===== src/rtl/dmem_arbiter.sv =====
`default_nettype none
// ============================================================================
// Module   : dmem_arbiter
// Brief    : Two-master arbiter for the shared single-port data RAM
//            (LSU = master 0, loader/debug = master 1).
// Revision : 1.0
// ============================================================================
module dmem_arbiter #(
    parameter int ADDR_W     = 32,
    parameter int DATA_W     = 32,
    parameter int BE_W       = DATA_W / 8,
    parameter int FIXED_PRIO = 0
) (
    input  logic              clk,
    input  logic              reset,
    input  logic              m0_req,
    input  logic              m0_we,
    input  logic [BE_W-1:0]   m0_be,
    input  logic [ADDR_W-1:0] m0_addr,
    input  logic [DATA_W-1:0] m0_wd,
    output logic              m0_gnt,
    output logic              m0_rvalid,
    output logic [DATA_W-1:0] m0_rd,
    output logic              m0_stall,
    input  logic              m1_req,
    input  logic              m1_we,
    input  logic [BE_W-1:0]   m1_be,
    input  logic [ADDR_W-1:0] m1_addr,
    input  logic [DATA_W-1:0] m1_wd,
    output logic              m1_gnt,
    output logic              m1_rvalid,
    output logic [DATA_W-1:0] m1_rd,
    output logic              m1_stall,
    output logic              mem_req,
    output logic              mem_we,
    output logic [BE_W-1:0]   mem_be,
    output logic [ADDR_W-1:0] mem_addr,
    output logic [DATA_W-1:0] mem_wd,
    input  logic [DATA_W-1:0] mem_rd
);

    localparam logic [0:0] IDLE    = 1'b0;
    localparam logic [0:0] RD_WAIT = 1'b1;

    logic [0:0] r_state;
    logic       r_rr_ptr;
    logic       r_owner;

    logic w_winner;
    logic w_start;
    logic w_rd_phase;
    logic w_win_we;

    always_comb begin
        w_winner = 1'b0;
        if (m0_req && m1_req) begin
            w_winner = (FIXED_PRIO != 0) ? 1'b0 : r_rr_ptr;
        end else if (m1_req) begin
            w_winner = 1'b1;
        end
    end

    // Gating with reset keeps every output low while reset is held.
    assign w_start    = reset && (r_state == IDLE) && (m0_req || m1_req);
    assign w_rd_phase = reset && (r_state == RD_WAIT);
    assign w_win_we   = w_winner ? m1_we : m0_we;

    always_ff @(posedge clk or negedge reset) begin
        if (!reset) begin
            r_state  <= IDLE;
            r_rr_ptr <= 1'b0;
            r_owner  <= 1'b0;
        end else if (r_state == IDLE) begin
            if (w_start) begin
                r_rr_ptr <= ~w_winner;
                if (!w_win_we) begin
                    r_owner <= w_winner;
                    r_state <= RD_WAIT;
                end
            end
        end else begin
            r_state <= IDLE;
        end
    end

    assign mem_req  = w_start;
    assign mem_we   = w_start && w_win_we;
    assign mem_be   = w_start ? (w_winner ? m1_be : m0_be) : '0;
    assign mem_addr = w_start ? (w_winner ? m1_addr : m0_addr) : '0;
    assign mem_wd   = w_start ? (w_winner ? m1_wd : m0_wd) : '0;

    assign m0_gnt    = w_start && !w_winner;
    assign m1_gnt    = w_start && w_winner;
    assign m0_rvalid = w_rd_phase && !r_owner;
    assign m1_rvalid = w_rd_phase && r_owner;
    assign m0_rd     = m0_rvalid ? mem_rd : '0;
    assign m1_rd     = m1_rvalid ? mem_rd : '0;

    // A read stays stalled through its grant cycle and releases on rvalid.
    assign m0_stall = reset && m0_req && !((m0_gnt && m0_we) || m0_rvalid);
    assign m1_stall = reset && m1_req && !((m1_gnt && m1_we) || m1_rvalid);

endmodule
`default_nettype wire


===== config.mk =====
export PLATFORM = sky130hd
export DESIGN_NAME = dmem_arbiter
export DESIGN_NICKNAME = d
export VERILOG_FILES = /design/src/rtl/dmem_arbiter.sv
export SDC_FILE = /design/constraint.sdc
export NUM_CORES = 1
export LEC_CHECK = 0
export ABC_AREA = 0
export BUFFER_PORTS_ARGS = -buffer_cell sky130_fd_sc_hd__buf_2
export CAP_MARGIN = 0
export CORE_AREA = 3 3 119 121
export CTS_CLUSTER_SIZE = 30
export DETAILED_ROUTE_END_ITERATION = 10
export DIE_AREA = 0 0 122 124
export HOLD_SLACK_MARGIN = 0.05
export PLACE_DENSITY_LB_ADDON = 0.15
export SYNTH_ARGS = -nofsm -noshare
export SYNTH_HDL_FRONTEND = slang
export SYNTH_SLANG_ARGS = --single-unit

===== constraint.sdc =====
create_clock -name clk -period 1.9 [get_ports clk]
set_input_delay 0.095 -clock clk [delete_from_list [all_inputs] [get_ports clk]]
set_output_delay 0.095 -clock clk [all_outputs]
set_load 0.02 [all_outputs]

==> impl_metrics.ini, run 1 <==
[worst_setup_path]
arrival_ns = 1.70
critical_path_class = reg2out
cp_data_required_time_ns = 1.80
end_kind = output port
critPathMaxFanout = 35
start_kind = flop

[final_layout]
drive_gt1_frac = 0.6701
final-seq-area_sq_um = 75.07
final_util = 0.2455
syn_to_final_growth_pct = 134.4
multi_input_area_sq_um = 1161
n_fill_cell = 1516
diodes = 0
num-nets-final = 663

[logic_synthesis]
yosysSeqAreaShare = 0.05435
synth_area_leader_cell = a22o_1
syn_area_per_cell_sq_um = 7.548
yosys_warnings = 0
synth_seq_cells = 3
netlist_area_sq_um = 1381
synthesis.nets = 357
postSynthCellCount = 183
yosys-top-cells-area = a22o_1, and2_1, buf_6, dfrtp_1, buf_2
synthDistinctLibCells = 22
synth_top_area_frac = 0.4375

[sta]
slew_viol_final = 0
skew_ns = 0.001408
worst_slew_pin_slew_ns = 0.2598
fin_crit_ns = 1.795
max_freq_mhz = 557.0
finalSetupViolCount = 0
slew-limit-headroom = 0.8268
timing.setup.tns_ns = 0
fin_hold_ws_ns = 0.1916
hold_viol_final = 0
rsz0062_at_grt = no
min_period_over_period = 0.9449

[pwr]
ir_drop_uv = 656.5
p_leak_nw = 2.064
power-per-cell-area_nw_per_um2 = 406.3
total_power_mw = 1.316

[die]
die_w_um = 122
pin_count = 314
rows = 42
die_h_um = 124
die-area_sq_um = 15130
start_util = 0.1047
coreArea_sq_um = 13190

[detailed_routing]
vias = 2658
drt-initial-drc-count = 65
drc = 0
avgViaCountPerCell = 4.003
wirelength_um = 9827
avgRoutedWirePerCell_um = 14.80
antenna_left = 0
dr.pass1.iters = 4

[global_routing]
grt_usage = 0.1014
overflow = 0
antenna_found_initial = 0
grt_max_degree = 72
first_global_vias = 2324
grt_pass1_wl_um = 12490

[placement]
gp_congestion = 0.8429
io_buffers = 313
hpwl_um = 7993

[status]
status = completed

[clocking]
cts_made_buffers = 3
cts_buffer_depth = 2
cts_tree = yes
cts.clk_slew.worst_paths_ns = 0.03
cts.htree.levels = 1
cts_sinks = 3
clk_latency_ns = 0.22
root_buffer = clkbuf_16

[hold_path]
worstHoldPathType = in2reg

[job]
maxCapViolations = 0
-- where the power goes --
| part | total [mW] | leakage, nW | internal [mW] | switching, mW |
|---|---|---|---|---|
| logic | 0.902 | 1.99 | 0.398 | 0.504 |
| registers | 0.0838 | 0.0343 | 0.0751 | 0.00867 |
| clock network | 0.330 | 0.0382 | 0.277 | 0.0538 |
| total | 1.32 | 2.06 | 0.749 | 0.566 |
-- per-stage QoR --
step           std cells  setup WS, ns  area [sq um]
6_report             664        0.1047          3238
5_1_grt              664       0.02097          3238
4_1_cts              661       0.04456          3182
3_5_place_dp         656        0.2809          3093
3_3_place_gp         656        0.2808          3093
2_1_floorplan        183        0.3955          1381
-- cell families (layout without fill, tap and decap cells) --
logic type / Yosys count / count (layout) / synth area share
flip-flops: 3 / 3 / 0.05435
buffers and inverters: 23 / 328 / 0.1087
AO/OA/AOI/OAI: 77 / 77 / 0.4746
AND/OR/NAND/NOR: 80 / 80 / 0.3623
-- registers in the layout, summed over array words and instances (netlist names) --
name	cells
r_state	1
r_owner	1
r_rr_ptr	1
-- critical path: stages (launching register included) --
cell      delay [ns]
dfrtp_1         0.37
and2b_1         0.28
nor3_4          0.07
buf_12          0.13
buf_12          0.17
a211oi_1        0.24
buf_2           0.20
-- final cells by class --
type	count	area share
clock buffer	4	0.02434
inverter	2	0.002318
multi-input combinational	157	0.3586
sequential	3	0.02318
tap	176	0.06801
timing repair buffer	322	0.5236
-- layer usage --
layer | vias to the layer above | track usage | wire length, um
li1 | 1295 | - | -
met1 | 1227 | 0.1148 | 3449
met2 | 132 | 0.2051 | 5465
met3 | 4 | 0.01544 | 864
met4 | 0 | 0.009804 | 47
met5 | - | 0 | 0
-- synth_stat cells --
cell	number
buf_6	7
nand3b_1	1
nand2b_2	1
o32ai_1	1
and3_1	1
and2b_1	1
a22o_1	69
inv_1	2
and2_1	66
nor2_1	3
nor2b_1	1
o21ai_0	1
nand2b_1	1
clkbuf_1	5
a21oi_1	3
nor2_2	1
buf_2	9
o31ai_1	1
nand2_1	3
a211oi_1	2
dfrtp_1	3
nor3_4	1
-- path summary, 6_finish.rpt --
kind | cells after the start | end | slack [ns] | from
worst max-delay path | 6 | m1_stall | 0.10 | r_rr_ptr
worst min-delay path | 3 | r_owner | 0.19 | m0_we
worst max register to register | 3 | r_state | 0.84 | r_rr_ptr
worst min register to register | 2 | r_rr_ptr | 0.55 | r_rr_ptr
max in group asynchronous | 2 | r_state | 1.41 | reset
min in group asynchronous | 2 | r_owner | 0.34 | reset
-- cells in the final DEF, fill, tap and decap left out --
cell type and count:
buf_2 313, a22o_1 69, and2_1 66, clkbuf_16 4, nand2_1 3, nor2_1 3, a21oi_1 3, buf_12 3
buf_4 3, dfrtp_1 3, inv_1 2, a211oi_1 2, and3_1 1, nand2b_2 1, nand3b_1 1, nor2_4 1
and2b_1 1, nor3_4 1, nor2b_1 1, nand2b_1 1, o32ai_1 1, o21ai_0 1, o31ai_1 1, clkbuf_1 1
buf_6 1, dlygate4sd3_1 1
-- timing repair --
| item | CTS | global route |
|---|---|---|
| hold endpoints to repair | 3 | 0 |
| hold buffers | 1 | 0 |
| buffers inserted | 0 | 1 |
| gates resized for setup | 0 | 3 |
| endpoints found under the setup margin | 0 | 45 |
Power figures use the tool's default switching activity.
==> inputs of run 2 (changes only) <==
==> constraint.sdc (replaced) <==
create_clock -name clk -period 1.8 [get_ports clk]
set_input_delay 0 -clock clk [delete_from_list [all_inputs] [get_ports clk]]
set_output_delay 0 -clock clk [all_outputs]
set_load 0.02 [all_outputs]
==> run 2 against run 1 <==
  * Sequential share of layout area about the same
  * Clock power up 6%
  * Die area unchanged
  * Register-to-register slack worse by 0.10 ns
  * Worst setup slack about the same
  * Non-clock buffer count unchanged
  * Cell area about the same
  * First-iteration DRC count down 18%
  * Global-route usage about the same
  * Hold slack worse by 0.099 ns
  * Combinational power up 5.7%
  * Critical path type unchanged
  * Largest power group unchanged
  * Highest routed layer unchanged
==> impl_metrics.ini, run 2 (synthesis results as in run 1) <==
[sta]
finalSetupViolCount = 0
timing.setup.tns_ns = 0
slew-limit-headroom = 0.8260
slew_viol_final = 0
min_period_over_period = 0.9416
fin_crit_ns = 1.695
rsz0062_at_grt = no
hold_viol_final = 0
worst_slew_pin_slew_ns = 0.2610
max_freq_mhz = 590.0
skew_ns = 0.001245

[placement]
io_buffers = 313
hpwl_um = 7993
gp_congestion = 0.8429

[final_layout]
num-nets-final = 663
drive_gt1_frac = 0.6701
reg_top3 = r_owner x1, r_rr_ptr x1, r_state x1
layout_commonest_cell = buf_2
diodes = 0
syn_to_final_growth_pct = 134.6
final_cell_mix = buf_2, a22o_1, and2_1

[worst_setup_path]
r2r_cells = 3
critical_path_class = reg2out
cp-endpoint = m1_stall
start_kind = flop
arrival_ns = 1.69
critPathMaxFanout = 35
r2r_end = r_owner
r2r_slack_ns = 0.74
crit_start = r_rr_ptr
cp_data_required_time_ns = 1.80
reg2reg_from = r_state
end_kind = output port

[detailed_routing]
wirelength_um = 9833
drc = 0
drt-initial-drc-count = 53
dr.pass1.iters = 4
avgRoutedWirePerCell_um = 14.81
antenna_left = 0
vias = 2648
avgViaCountPerCell = 3.988

[global_routing]
grtUsageMet2 = 0.2051
first_global_vias = 2320
top_usage_layer = met2
grt_max_degree = 72
grt_pass1_wl_um = 12450
antenna_found_initial = 0
overflow = 0
grt_usage = 0.1011
met1_usage = 0.1140
use_met3 = 0.01544

[hold_path]
worstHoldPathType = in2reg

[clocking]
root_buffer = clkbuf_16
cts_tree = yes
cts.clk_slew.worst_paths_ns = 0.03
cts.htree.levels = 1
cts_sinks = 3
clk_latency_ns = 0.22
cts_made_buffers = 3
cts_buffer_depth = 2

[die]
die_w_um = 122
pin_count = 314
coreArea_sq_um = 13190
die_h_um = 124
rows = 42
start_util = 0.1047
die-area_sq_um = 15130

[pwr]
total_power_mw = 1.389
ir_drop_uv = 714.3
p_leak_nw = 2.065
power-per-cell-area_nw_per_um2 = 428.8

[job]
maxCapViolations = 0

[status]
status = completed
-- run 2: changes by cell type in the layout (fill, tap and decap cells not counted), sizes merged --
| cell | previous run | this run |
|---|---|---|
| clkbuf | 5 | 6 |
| buf | 320 | 319 |
-- run 2: cell type report --
type,count,area (sq um)
Inverter,2,7.507
Multi-Input combinational cell,157,1161
Fill cell,1515,9950
Tap cell,176,220.2
Clock buffer,4,78.83
Sequential cell,3,75.07
Timing Repair Buffer,322,1698
-- run 2: where the power goes --
group / leakage (nW) / switching (mW) / internal [mW]
Combinational: 1.99 / 0.532 / 0.420
Sequential: 0.0343 / 0.00886 / 0.0793
Clock: 0.0382 / 0.0567 / 0.292
Total: 2.06 / 0.598 / 0.791
-- run 2: worst min-delay path by stage --
| stage | start | end | depth (start not counted) |
|---|---|---|---|
| after global routing | m0_we | r_owner | 3 |
| after floorplan | reset | r_owner | 0 |
| final | m0_we | r_owner | 3 |
| after CTS | m0_we | r_owner | 3 |
| after global placement | reset | r_rr_ptr | 1 |
| after detailed placement | reset | r_rr_ptr | 1 |
-- run 2: routing by layer --
metal  wire length, um  up-vias
li1                  -     1295
met1              3470     1219
met2              5454      130
met3               860        4
met4                47        0
met5                 0        -
-- run 2: critical path, stage by stage (launching register included) --
cell	delay, ns
dfrtp_1	0.37
and2b_1	0.28
nor3_4	0.07
buf_12	0.13
buf_12	0.17
a211oi_1	0.24
buf_2	0.20
-- run 2: repair_timing --
item                                   in CTS  in global routing
endpoints found under the hold margin       3                  0
buffers inserted                            0                  1
setup endpoints to repair                   0                 67
hold buffers                                1                  0
resized for setup                           0                  4
-- run 2: per-stage QoR --
step	hold WS [ns]	cells	setup WS (ns)	utilization	area, sq um
after floorplan	-0.2956	183	0.3905	-	1381
after global placement	-0.1534	656	0.2758	0.2345	3093
after detailed placement	-0.1525	656	0.2759	0.2345	3093
after CTS	0.09396	661	0.03913	0.2412	3182
after global routing	0.1503	664	0.01597	0.2457	3241
final	0.09303	664	0.1051	0.2457	3241
